===== config.mk =====
export PLATFORM = sky130hd
export DESIGN_NAME = fetch_sequencer
export DESIGN_NICKNAME = d
export VERILOG_FILES = /design/src/rtl/fetch_seq_pkg.sv /design/src/rtl/fetch_seq_counter.sv /design/src/rtl/fetch_sequencer.sv
export SDC_FILE = /design/constraint.sdc
export NUM_CORES = 1
export LEC_CHECK = 0
export ABC_CLOCK_PERIOD_IN_PS = 3200
export CORE_MARGIN = 1.5
export CORE_UTILIZATION = 55
export DETAILED_ROUTE_END_ITERATION = 7
export PLACE_DENSITY = 0.82
export SYNTH_ARGS = -nofsm -noshare
export SYNTH_HDL_FRONTEND = slang
export SYNTH_SLANG_ARGS = --single-unit

===== constraint.sdc =====
create_clock -name clk -period 3.2 [get_ports clk]
set_input_delay 0.32 -clock clk [delete_from_list [all_inputs] [get_ports clk]]
set_output_delay 0.32 -clock clk [all_outputs]
set_load 0.01 [all_outputs]

===== src/rtl/fetch_seq_pkg.sv =====
// Shared types for the fetch sequencer: state encoding and PC/IF-ID control bundle.
// Optional perf counters in fetch_sequencer are enabled with FETCH_SEQ_PERF_EN.
package fetch_seq_pkg;

    localparam int STATE_W = 3;

    typedef enum logic [STATE_W-1:0] {
        BOOT  = 3'd0,
        RUN   = 3'd1,
        STALL = 3'd2,
        FLUSH = 3'd3,
        HALT  = 3'd4
    } state_t;

    typedef struct packed {
        logic pc_write;
        logic pc_src;
        logic if_id_write;
        logic if_id_flush;
    } ctrl_t;

    // Applied while rst is high: PC frozen, IF/ID forced to a NOP.
    localparam ctrl_t CTRL_NOP = '{
        pc_write: 1'b0, pc_src: 1'b0, if_id_write: 1'b0, if_id_flush: 1'b1
    };

    localparam ctrl_t CTRL_RUN = '{
        pc_write: 1'b1, pc_src: 1'b0, if_id_write: 1'b1, if_id_flush: 1'b0
    };

    localparam ctrl_t CTRL_REDIRECT = '{
        pc_write: 1'b1, pc_src: 1'b1, if_id_write: 1'b1, if_id_flush: 1'b1
    };

    localparam ctrl_t CTRL_BUBBLE = '{
        pc_write: 1'b1, pc_src: 1'b0, if_id_write: 1'b1, if_id_flush: 1'b1
    };

    localparam ctrl_t CTRL_HOLD_NOP = '{
        pc_write: 1'b0, pc_src: 1'b0, if_id_write: 1'b1, if_id_flush: 1'b1
    };

    localparam ctrl_t CTRL_FREEZE = '{
        pc_write: 1'b0, pc_src: 1'b0, if_id_write: 1'b0, if_id_flush: 1'b0
    };

endpackage


===== src/rtl/fetch_seq_counter.sv =====
// Saturating up-counter with synchronous clear and parallel load.
module fetch_seq_counter #(
    parameter int unsigned  W   = 4,
    parameter logic [W-1:0] MAX = '1
) (
    input  logic         clk,
    input  logic         rst,
    input  logic         clr,
    input  logic         load,
    input  logic [W-1:0] load_val,
    input  logic         inc,
    output logic [W-1:0] count
);

    always_ff @(posedge clk) begin
        if (rst || clr) begin
            count <= '0;
        end else if (load) begin
            count <= load_val;
        end else if (inc && count != MAX) begin
            count <= count + 1'b1;
        end
    end

endmodule


===== src/rtl/fetch_sequencer.sv =====
// Fetch-stage control FSM: boot hold-off, load-use stalls, branch flushes, halt.
// Define FETCH_SEQ_PERF_EN to add the stall_cycles / flush_events counters.
module fetch_sequencer
    import fetch_seq_pkg::*;
#(
    parameter int BOOT_CYCLES  = 2,
    parameter int FLUSH_CYCLES = 1,
    parameter int MAX_STALL    = 15
) (
    input  logic       clk,
    input  logic       rst,
    input  logic       load_use_hazard,
    input  logic       branch_taken,
    input  logic       halt_req,
    input  logic       resume,
    output logic       pc_write,
    output logic       pc_src,
    output logic       if_id_write,
    output logic       if_id_flush,
    output logic       halted,
    output logic       stall_timeout,
`ifdef FETCH_SEQ_PERF_EN
    output logic [15:0] stall_cycles,
    output logic [15:0] flush_events,
`endif
    output logic [2:0] ctrl_state
);

    localparam int SW = $clog2(MAX_STALL + 1);
    localparam logic [3:0]    BOOT_LAST  = 4'(BOOT_CYCLES - 1);
    localparam logic [1:0]    FLUSH_LAST = 2'(FLUSH_CYCLES - 1);
    localparam logic [SW-1:0] STALL_LAST = SW'(MAX_STALL - 1);
    localparam state_t        REDIR_NEXT = (FLUSH_CYCLES > 1) ? FLUSH : RUN;

    state_t state, state_n;
    ctrl_t  ctrl;

    logic [3:0]    boot_cnt;
    logic [1:0]    flush_cnt;
    logic [SW-1:0] stall_cnt;

    logic boot_inc;
    logic flush_load, flush_inc;
    logic stall_load, stall_inc, stall_clr;
    logic timeout_set;

    always_ff @(posedge clk) begin
        if (rst) begin
            state <= BOOT;
        end else begin
            state <= state_n;
        end
    end

    always_ff @(posedge clk) begin
        if (rst) begin
            stall_timeout <= 1'b0;
        end else if (timeout_set) begin
            stall_timeout <= 1'b1;
        end
    end

    always_comb begin
        state_n     = state;
        boot_inc    = 1'b0;
        flush_load  = 1'b0;
        flush_inc   = 1'b0;
        stall_load  = 1'b0;
        stall_inc   = 1'b0;
        stall_clr   = 1'b0;
        timeout_set = 1'b0;
        unique case (state)
            BOOT: begin
                if (boot_cnt == BOOT_LAST) state_n = RUN;
                else boot_inc = 1'b1;
            end
            RUN: begin
                if (branch_taken) begin
                    flush_load = 1'b1;
                    state_n    = REDIR_NEXT;
                end else if (halt_req) begin
                    state_n = HALT;
                end else if (load_use_hazard) begin
                    stall_load = 1'b1;
                    state_n    = STALL;
                end
            end
            STALL: begin
                if (branch_taken) begin
                    flush_load = 1'b1;
                    stall_clr  = 1'b1;
                    state_n    = REDIR_NEXT;
                end else if (!load_use_hazard) begin
                    stall_clr = 1'b1;
                    state_n   = RUN;
                end else if (stall_cnt == STALL_LAST) begin
                    // This cycle is the MAX_STALL-th frozen one: fire the watchdog.
                    timeout_set = 1'b1;
                    stall_clr   = 1'b1;
                    state_n     = RUN;
                end else begin
                    stall_inc = 1'b1;
                end
            end
            FLUSH: begin
                if (branch_taken) flush_load = 1'b1;
                else if (flush_cnt == FLUSH_LAST) state_n = RUN;
                else flush_inc = 1'b1;
            end
            HALT: begin
                if (resume) state_n = RUN;
            end
            default: state_n = BOOT;
        endcase
    end

    always_comb begin
        ctrl   = CTRL_NOP;
        halted = 1'b0;
        if (!rst) begin
            unique case (state)
                BOOT: ctrl = CTRL_HOLD_NOP;
                RUN, STALL: begin
                    if (branch_taken) ctrl = CTRL_REDIRECT;
                    else if (state == RUN && halt_req) ctrl = CTRL_HOLD_NOP;
                    else if (load_use_hazard) ctrl = CTRL_FREEZE;
                    else ctrl = CTRL_RUN;
                end
                FLUSH: ctrl = branch_taken ? CTRL_REDIRECT : CTRL_BUBBLE;
                HALT: begin
                    ctrl   = CTRL_FREEZE;
                    halted = 1'b1;
                end
                default: ctrl = CTRL_NOP;
            endcase
        end
    end

    assign pc_write    = ctrl.pc_write;
    assign pc_src      = ctrl.pc_src;
    assign if_id_write = ctrl.if_id_write;
    assign if_id_flush = ctrl.if_id_flush;
    assign ctrl_state  = state;

    fetch_seq_counter #(.W(4)) u_boot_cnt (
        .clk      (clk),
        .rst      (rst),
        .clr      (1'b0),
        .load     (1'b0),
        .load_val (4'd0),
        .inc      (boot_inc),
        .count    (boot_cnt)
    );

    fetch_seq_counter #(.W(2)) u_flush_cnt (
        .clk      (clk),
        .rst      (rst),
        .clr      (1'b0),
        .load     (flush_load),
        .load_val (2'd1),
        .inc      (flush_inc),
        .count    (flush_cnt)
    );

    fetch_seq_counter #(.W(SW), .MAX(SW'(MAX_STALL))) u_stall_cnt (
        .clk      (clk),
        .rst      (rst),
        .clr      (stall_clr),
        .load     (stall_load),
        .load_val (SW'(1)),
        .inc      (stall_inc),
        .count    (stall_cnt)
    );

`ifdef FETCH_SEQ_PERF_EN
    fetch_seq_counter #(.W(16)) u_stall_perf (
        .clk      (clk),
        .rst      (rst),
        .clr      (1'b0),
        .load     (1'b0),
        .load_val (16'd0),
        .inc      (state == STALL && !ctrl.pc_write),
        .count    (stall_cycles)
    );

    fetch_seq_counter #(.W(16)) u_flush_perf (
        .clk      (clk),
        .rst      (rst),
        .clr      (1'b0),
        .load     (1'b0),
        .load_val (16'd0),
        .inc      (ctrl.pc_src),
        .count    (flush_events)
    );
`endif

endmodule


[Yosys cells after proc, flatten, opt, wreduce, memory -nomap -nowiden]
Index checks and enable logic that the tools add are counted.
Storage, ports and cells
  register bits: 14
  input bits: 6
  output and inout port bits: 9
  logic and storage cells: 84
Operators by class
  add/subtract/negate cells: 3
  equal/unequal tests: 15
  multiplexer cells: 45
  reduce and logical (&&, ||, !) cells: 14
Operators with widths (number)
  $mux W3: 11
  $mux W1: 28
  $mux W4: 4
  $ne A4 B4 Y1 const B: 4
  $pmux W4 S4: 1
  $pmux W3 S5: 1
  $ne A2 B2 Y1 const B: 5
  $add A4 B1 Y4 const B: 2
  $eq A3 B2 Y1 const B: 2
  $reduce_and A6 Y1: 1
  $reduce_or A2 Y1: 3
  $eq A4 B1 Y1 const B: 1
  $eq A4 B4 Y1 const B: 1
  $logic_and A1 B1 Y1: 4
  $reduce_bool A2 Y1: 2
  $eq A3 B1 Y1 const B: 1
  $eq A3 B3 Y1 const B: 1
  $logic_not A3 Y1: 1
  $reduce_or A3 Y1: 1
  $add A2 B1 Y2 const B: 1
  $logic_not A2 Y1: 1
  $logic_or A1 B1 Y1: 1

[Longest topological paths before layout]
Gate-level depths: netlist of run 1.
  depth after elaboration: 8
  depth in mapped cells: 6
  gate-level depth less buffers: 6

[Cells and area by module]
A second synthesis of run 1 with hierarchy kept.
Second synthesis, totals
  cell total of the unflattened synthesis: 127
  area total of the unflattened synthesis: 1029.7 um^2
By module, submodules not included
  fetch_seq_counter at u_boot_cnt ...: instances 2, cells an instance 28, area each 234.0 um^2, sequential area each 80.1 um^2
  fetch_sequencer: instances 1, cells an instance 59, area each 432.9 um^2, sequential area each 80.1 um^2
  fetch_seq_counter at u_flush_cnt: instances 1, cells an instance 12, area each 128.9 um^2, sequential area each 40.0 um^2

[Worst setup path before layout of run 1]
OpenSTA, ideal clock, no wires.
  path kind: register to output
  start point: reg state[1] (netlist: ctrl_state[1])
  end point: out pc_src
  data arrival time: 1.291 ns
  data required time: 2.880 ns
  slack: 1.589 ns
  cell stages (with the launch flop): 5
  buffers on the path: 1
  cells stage by stage: dfxtp_1 > clkbuf_1 > nor2_1 > or3_1 > nor2_1
On the way
  longest elaborated chain between the ends: 6
  elaborated cells on any way between the ends: 11
  those cells by class: eq/ne: 4; mux: 4; reduce/logical: 3
RTL lines
  start: declaration: line fetch_sequencer.sv:35  | state_t state, state_n;
  start signal: assignment: line fetch_sequencer.sv:51  | state <= state_n;
  $eq A3 B1 Y1: line fetch_sequencer.sv:121, fetch_sequencer.sv:125
  $logic_and A1 B1 Y1: line fetch_sequencer.sv:125  | else if (state == RUN && halt_req) ctrl = CTRL_HOLD_NOP;
  $mux W4: line fetch_sequencer.sv:125
  $mux W4: line fetch_sequencer.sv:124  | if (branch_taken) ctrl = CTRL_REDIRECT;
  $pmux W4 S4 (*): line fetch_sequencer.sv:121  | unique case (state)
  $mux W4 (*): line fetch_sequencer.sv:120  | if (!rst) begin
  end: declaration: line fetch_sequencer.sv:17  | output logic pc_src,
Every way passes the cells marked *; elsewhere a longest branch is shown, timed or not.

[Worst setup path after layout of run 1]
  start point: in branch_taken
  end point: out pc_write
On the way
  longest elaborated chain between the ends: 3
RTL lines
  start: declaration: line fetch_sequencer.sv:13  | input logic branch_taken,
  $mux W4: line fetch_sequencer.sv:124
  $pmux W4 S4: line fetch_sequencer.sv:121
  $mux W4: line fetch_sequencer.sv:120
  end: declaration: line fetch_sequencer.sv:16  | output logic pc_write,
No other way between the ends.

==> results of run 1 <==
==> cell type report <==
cell class | count | area, um2 | share of cell area
Tap cell | 16 | 20.0 | 0.0187
Multi-Input combinational cell | 86 | 566 | 0.527
Timing Repair Buffer | 15 | 148 | 0.138
Inverter | 6 | 22.5 | 0.0210
Sequential cell | 14 | 280 | 0.261
Clock buffer | 4 | 36.3 | 0.0338
==> kinds of logic after synthesis <==
group / count (synthesis) / share of synthesized area
AND/OR/NAND/NOR: 52 / 0.334
XOR/XNOR: 3 / 0.0292
adder cells (fa/ha/maj): 6 / 0.0834
AO/OA/AOI/OAI: 23 / 0.159
buffers and inverters: 12 / 0.0598
multiplexers: 2 / 0.0236
flip-flops: 14 / 0.312
==> power by group through the flow <==
stage               combinational (mW)  clock (mW)  sequential (mW)
CTS                              0.202       0.134            0.237
global route                     0.230       0.140            0.242
finish                           0.201       0.127            0.237
global placement                 0.195           0            0.240
detailed placement               0.200           0            0.241
floorplan                        0.164           0            0.224
==> sequential cells by signal (all words and copies together), names as in the netlist <==
name and cells:
u_boot_cnt.count 4, ctrl_state 3, u_flush_cnt.count 2, stall_timeout 1, u_stall_cnt.count 4
==> how the worst max path moves through the flow <==
stage | end | startpoint | cells past startpoint
2_1_floorplan | pc_src | ctrl_state[1]$_SDFFE_PP0P_ | 4
3_3_place_gp | pc_write | branch_taken | 7
3_5_place_dp | pc_write | branch_taken | 7
4_1_cts | if_id_write | ctrl_state[1]$_SDFFE_PP0P_ | 4
5_1_grt | if_id_write | ctrl_state[1]$_SDFFE_PP0P_ | 4
6_report | pc_write | branch_taken | 7
==> critical path, stage by stage <==
cell,delay [ps]
clkdlybuf4s50_1,600
nor2b_1,80
buf_4,170
inv_1,50
a21oi_1,50
nor4_1,270
clkdlybuf4s50_1,590
==> metrics by stage <==
stage | total power [mW] | hold WS, ps | worst slack [ps] | cells
2_1_floorplan | 0.387 | 469 | 1590 | 112
3_3_place_gp | 0.435 | 479 | 850 | 137
3_5_place_dp | 0.441 | 488 | 772 | 137
4_1_cts | 0.573 | 509 | 767 | 141
5_1_grt | 0.612 | 522 | 624 | 141
6_report | 0.565 | 491 | 735 | 141
==> cell usage in the layout (no fill, tap or decap), types with 2 or more instances in the layout <==
cell type / Yosys / final
nor2b_1: 2 / 2
or3_1: 3 / 3
nand3_1: 11 / 11
clkdlybuf4s50_1: 0 / 14
o21ai_0: 4 / 4
a22oi_1: 2 / 2
a21oi_1: 8 / 8
or2_2: 2 / 2
ha_1: 6 / 6
or3b_2: 2 / 2
a211oi_1: 2 / 2
nand2_1: 3 / 3
nand2b_1: 2 / 2
inv_1: 6 / 6
nor3_1: 8 / 8
a31oi_1: 3 / 3
dfxtp_1: 14 / 14
nor2_1: 12 / 12
xnor2_1: 2 / 2
clkbuf_4: 0 / 3
==> metal layers <==
metal  up-vias  GRT usage  wire, um  part of all wire
met5         -          0         0                 0
met4         0     0.0545        12            0.0068
met3         2     0.0625        68             0.039
met2        14      0.355       860              0.49
met1       373      0.282       823              0.47
li1        429          -         -                 -
==> out/results.txt, run 1 <==
The mean number of vias per cell came out at 5.80. The proportion of register bits with asynchronous set or reset after synthesis works out to 0. The cell type contributing the most total cell area after synthesis was dfxtp_1. The clock-pin slew reported for the worst setup and hold paths after clock tree synthesis came out at 80 ps. By area the synthesized netlist is led by dfxtp_1 (31%), ha_1 (8.3%), nand3_1 (6.1%). The number of nets handed over by synthesis was 124. Clock tree synthesis inserted a total of 3 buffers.

Synthesis instantiated 35 different standard cells from the library. The placed instances occupy a cell area of 1040 um2. For the warning count from the yosys run, the log shows 0.

The switching power total was 0.200 mW; the required time of the critical path was 2880 ps. The count of nets left with antenna violations once routing finished came out at 0. The via count of the first global-routing pass is 759.

Internal power comes to 0.366 mW. Setup repair after global routing left no endpoint under its margin. Placer congestion estimate: 0.900. The run gives 0.355 as the relative contribution of combinational cells to total power. Dividing the detail-routed wire length by the instance count gives 12.5 um. Wires add up to 1760 um. The number of rows in the core area is 14, and the switching fraction of total power is 0.353. From synthesis to final layout, the design area changed by 19.2%.

The tools report the number of design-rule violations left by the first detailed-router iteration as 21. During I/O placement, the number of pins put on the boundary was 15. The post-layout minimum cycle time is 2470 ps, and the final number of hold-violating endpoints is 0. In this run, synthesis produced a sequential element count of 14. The mapped netlist covers 900 um2.

Sequential group share of total power: 0.419. The number of gates resized after CTS was 0. Final critical-path share of the clock period: 0.770. The number of search-and-repair iterations in the first detailed-routing pass is 4, and the core occupancy in the finished layout is 0.704. In this run the static leakage power is 0.396 nW. Sorting the synthesized cells by how often they occur yields dfxtp_1 (14), nor2_1 (12), nand3_1 (11), a21oi_1 (8), nor3_1 (8). Among all cell types in the netlist, the one instantiated most often is dfxtp_1.

For the H-tree level count, the log shows 1. For the worst setup path, the data arrival time is 2150 ps. The critical path endpoint category was a primary output. In the routed design, unresolved DRC markers number 0. Summed over all failing endpoints, the final setup total negative slack is 0 ps. The sink count of the clock tree was 14; the proportion of power drawn by the clock network was 0.225. Instance count along the most critical hold path: 2. Number of cells on the worst reg-to-reg path: 4.

The launching element type of the critical path was an input port. The maximum buffer depth of the clock tree came out at 2. Counting the fill cells in the layout gives 124. The library cell used as clock root buffer was clkbuf_4. The maximum achievable frequency came out at 0.406 GHz. Max-cap violations in this run came to 0. Counting flops with a built-in enable in the synthesized netlist gives 0. In this run the worst hold path is classified as flip-flop to flip-flop.

For this design, the CTS-stage hold fixing added 0 buffers. After legalization and detailed placement, the total HPWL measured 1340 um. The total count of max-transition violations in the final report is 0, and the initial core utilization is 0.590.

Setup violations remaining at the end of the flow were counted as 0. For this run, the post-layout net count is 138. The transition at the pin with the smallest max-transition slack was 627 ps; the biggest fanout along the worst timing path was 9. The average size of a mapped cell is 8.03 um2, and the number of input and output port buffers inserted is 14. The first global-routing pass estimated 3160 um of wire.

The flow ran to the end, and the final reports show no timing, DRC or antenna violations. Power density over the cells: 527 nW/um2. In this run the vertical extent of the chip is 43.4 um.

The core region is 1520 um2. The startpoint identified for the worst register-to-register timing path is ctrl_state[1]$_SDFFE_PP0P_. The tools report the number of standard cells after synthesis as 112. The combined global-route utilization of all metal layers came out at 0.217. The logs give 0.581 for the tightest slew margin relative to the limit and 0.312 for the sequential element share of the synthesized area. Ratio of cells with drive above 1 in the final layout: 0.0960.

The pin count of the biggest net entering global routing came out at 19. TritonCTS built the clock tree. In this run the critical register-to-register path is captured at u_stall_cnt.count[3]$_SDFFE_PP0P_. VDD sags by at most 0.000260 V. The number of diodes added for antenna fixing was 0.

The startpoint identified for the worst hold timing path is stall_timeout$_SDFFE_PP0P_. The area enclosed by the die boundary is 1890 um2, and the number of antenna violations at the first check in global routing is 0. Among all flip-flop cells after synthesis, the most frequent one is dfxtp_1. The fraction of post-synthesis cell area in the top cell type by area is 0.312, and the area of all placed cells without fillers is 1070 um2. Worst clock skew: 9.32 ps. The via count was 818. The endpoint of the worst hold path was stall_timeout$_SDFFE_PP0P_. The worst setup path is of the input port to primary output kind.

The horizontal die dimension was 43.4 um; the final global-route overflow total was 0. Across all register-to-register paths, the minimum setup slack is 1440 ps. The tools report the later-pin clock latency in the skew report as 280 ps. The post-CTS setup-driven buffer insertion count came out at 0.
Power figures use the tool's default switching activity.
==> inputs of run 2 (changes only) <==
--- a/config.mk
+++ b/config.mk
@@ -5,11 +5,11 @@
 export SDC_FILE = /design/constraint.sdc
 export NUM_CORES = 1
 export LEC_CHECK = 0
-export ABC_CLOCK_PERIOD_IN_PS = 3200
+export ABC_CLOCK_PERIOD_IN_PS = 2200
 export CORE_MARGIN = 1.5
-export CORE_UTILIZATION = 55
+export CORE_UTILIZATION = 46
 export DETAILED_ROUTE_END_ITERATION = 7
-export PLACE_DENSITY = 0.82
+export PLACE_DENSITY = 0.73
 export SYNTH_ARGS = -nofsm -noshare
 export SYNTH_HDL_FRONTEND = slang
 export SYNTH_SLANG_ARGS = --single-unit
==> constraint.sdc (replaced) <==
create_clock -name clk -period 2.2 [get_ports clk]
set_input_delay 0.22 -clock clk [delete_from_list [all_inputs] [get_ports clk]]
set_output_delay 0.22 -clock clk [all_outputs]
set_load 0.01 [all_outputs]
==> run 2 against run 1 <==
Clock power grew 48%. Power is 49% higher. Hold slack got worse by 11 ps. Setup slack got worse by 600 ps. Sequential share of layout area down 0.91 points. Wire length grew 11%. First-iteration DRC count up 100%. Sequential cell count unchanged. Die area grew 18%. Critical endpoint is now if_id_flush. Largest cell class unchanged. Highest routed layer unchanged.
==> out/results.txt, run 2 (same netlist as run 1, synthesis figures left out) <==
The run finished with clean final reports. For the number of buffers added to fix hold violations after cts, the log shows 0 (unchanged). TritonCTS built the clock tree. Derived from the worst setup path, the maximum achievable clock frequency is 0.485 GHz. The clock buffer count from CTS is 3 (unchanged). Number of diodes added for antenna fixing: 0 (unchanged).

Horizontal die dimension: 47.2 um (+8.7%). Mean number of vias per cell: 5.73 (-1.3%). The instance count along the most critical hold path was 4 (+2). The run gives 0 (unchanged) as the DRC violations left.

The switching fraction of total power is 0.354 (about the same). Via count: 882 (+7.8%). The tightest min-delay check is of the input port to flip-flop type. The tools report the placer congestion estimate as 0.849 (-5.7%). The vertical die dimension was 47.2 um (+8.7%); the number of design-rule violations left by the first detailed-router iteration was 43 (+100%). The worst clock skew came out at 10.1 ps (+0.738 ps).

The number of rows in the core area came out at 15 (+1). The library cell used as clock root buffer was clkbuf_4. The maximum buffer depth of the clock tree is 2 (unchanged).

The run gives 0.545 mW (+49%) as the cell-internal power. The number of input and output port buffers inserted was 14 (unchanged). The count of maximum capacitance violations was 0 (unchanged). Routed signal wires occupy layers up through met4. Initial core utilization: 0.505 (-0.0858). The relative contribution of combinational cells to total power came out at 0.390 (+0.035). The total half-perimeter wirelength after legalization and detailed placement was 1490 um (+11%). The leakage dissipation is 0.436 nW (+10%). The required time of the critical path is 1980 ps (-900 ps). In the layout the commonest cells are nor2_1 (12), dfxtp_1 (12), clkdlybuf4s50_1 (12). The tools report the area of the core as 1780 um2 (+17%). The count of nets after finishing was 142 (+2.9%); the final sum of negative setup slack was 0 ps (unchanged). Setup repair after global routing left no endpoint under its margin. The logs give 15 (unchanged) for the I/O pin count and 0.388 (-0.031) for the sequential group share of total power.

The average wire length per cell after detail routing works out to 12.7 um (+1.4%). The worst path arrival time is 1840 ps (-310 ps), and the first-pass GRT wire length is 3330 um (+5.4%). The tools report the later-pin clock latency in the skew report as 290 ps (about the same). For the switching power total, the log shows 0.298 mW (+49%).

The transition at the pin with the smallest max-transition slack was 389 ps (-238 ps). The sink count of the clock tree was 14 (unchanged). The met3 wire length is 122 um (+79%), and the combined global-route utilization of all metal layers is 0.210 (-0.00737).

Type of the worst setup path: flip-flop to primary output. The number of antenna-violating nets in the routed design is 0 (unchanged). Power density over the cells: 752 nW/um2 (+43%). The worst setup path is launched from a flip-flop. The run gives 0 (unchanged) as the number of antenna violations at the first check in global routing. The tightest slew margin relative to the limit was 0.738 (+0.157).

The via count of the first global-routing pass came out at 754 (-0.66%). The run gives 149 (+20%) as the number of fill cells. The run gives 916 um (+6.5%) as the met2 routed wirelength. The logs give 908 um (+10%) for the sum of routed wire segments on met1 and 4 (unchanged) for the number of search-and-repair iterations in the first detailed-routing pass. The ratio of cells with drive above 1 in the final layout is 0.140 (+0.0435), and the H-tree level count is 1 (unchanged). The biggest fanout along the worst timing path is 9 (unchanged), and the quantity of gates resized following cts is 0 (unchanged). For the total detailed-routing wirelength, the log shows 1950 um (+11%).

STA classifies the critical path endpoint as a primary output. The final critical-path share of the clock period is 0.937, and the core occupancy in the finished layout is 0.629 (-0.0748). The post-layout minimum cycle time was 2060 ps; the clock-pin slew reported for the worst setup and hold paths after clock tree synthesis was 90 ps (about the same). The highest ir drop seen on vdd was 0.000590 V (+130%); the total count of max-transition violations in the final report was 0 (unchanged). The post-CTS setup-driven buffer insertion count was 0 (unchanged); the total power draw was 0.843 mW (+49%).

The run gives 0.223 (-0.002) as the proportion of power drawn by the clock network. The pin count of the biggest net entering global routing was 15 (-4). The number of cells on the worst reg-to-reg path is 5 (+1), and the final setup violation count is 0 (unchanged). Compared with the post-synthesis result, the final layout area differs by 24.6%. The run gives 0 (unchanged) as the final number of hold-violating endpoints. The run gives 0 (unchanged) as the final global-route overflow total. Area enclosed by the die boundary: 2230 um2 (+18%).
==> run 2: power by group through the flow <==
stage               logic [mW]  clock network (mW)  registers [mW]
floorplan                0.238                   0           0.325
global placement         0.320                   0           0.329
detailed placement       0.328                   0           0.332
CTS                      0.332               0.194           0.326
global route             0.377               0.202           0.333
finish                   0.328               0.188           0.327
==> run 2: cell type report <==
cell class,instances,area (um2),share of cell area
multi-input combinational,86,566,0.504
sequential,14,283,0.252
timing repair buffer,19,183,0.163
clock buffer,4,36.3,0.0324
tap,25,31.3,0.0279
inverter,6,22.5,0.0201
==> run 2: path summary, 6_finish.rpt <==
check | startpoint | end | slack (ps)
setup / recovery | ctrl_state[1]$_SDFFE_PP0P_ | if_id_flush | 140
hold / removal | branch_taken | u_flush_cnt.count[0]$_SDFFE_PP0P_ | 480
setup reg to reg | ctrl_state[1]$_SDFFE_PP0P_ | u_stall_cnt.count[3]$_SDFFE_PP0P_ | 520
hold reg to reg | stall_timeout$_SDFFE_PP0P_ | stall_timeout$_SDFFE_PP0P_ | 480
==> run 2: worst max-delay path, stage by stage, from the launching register on <==
cell and delay, ps:
dfxtp_2 420, nor2_1 80, mux2_2 280, a22oi_1 130, or2_2 130, clkdlybuf4s50_1 520
==> run 2: stage by stage <==
stage               std cells  area [um2]  hold WS (ps)  worst slack (ps)
floorplan                 112         900           435               689
global placement          150        1080           467              87.9
detailed placement        150        1080           473              51.5
CTS                       154        1110           497              12.9
global route              154        1120           548              83.5
finish                    154        1120           479               139
==> run 2: per-layer routing <==
| metal | up-vias | GRT usage |
|---|---|---|
| met4 | 0 | 0.0500 |
| met1 | 410 | 0.297 |
| met2 | 28 | 0.305 |
| li1 | 442 | - |
| met5 | - | 0 |
| met3 | 2 | 0.0692 |
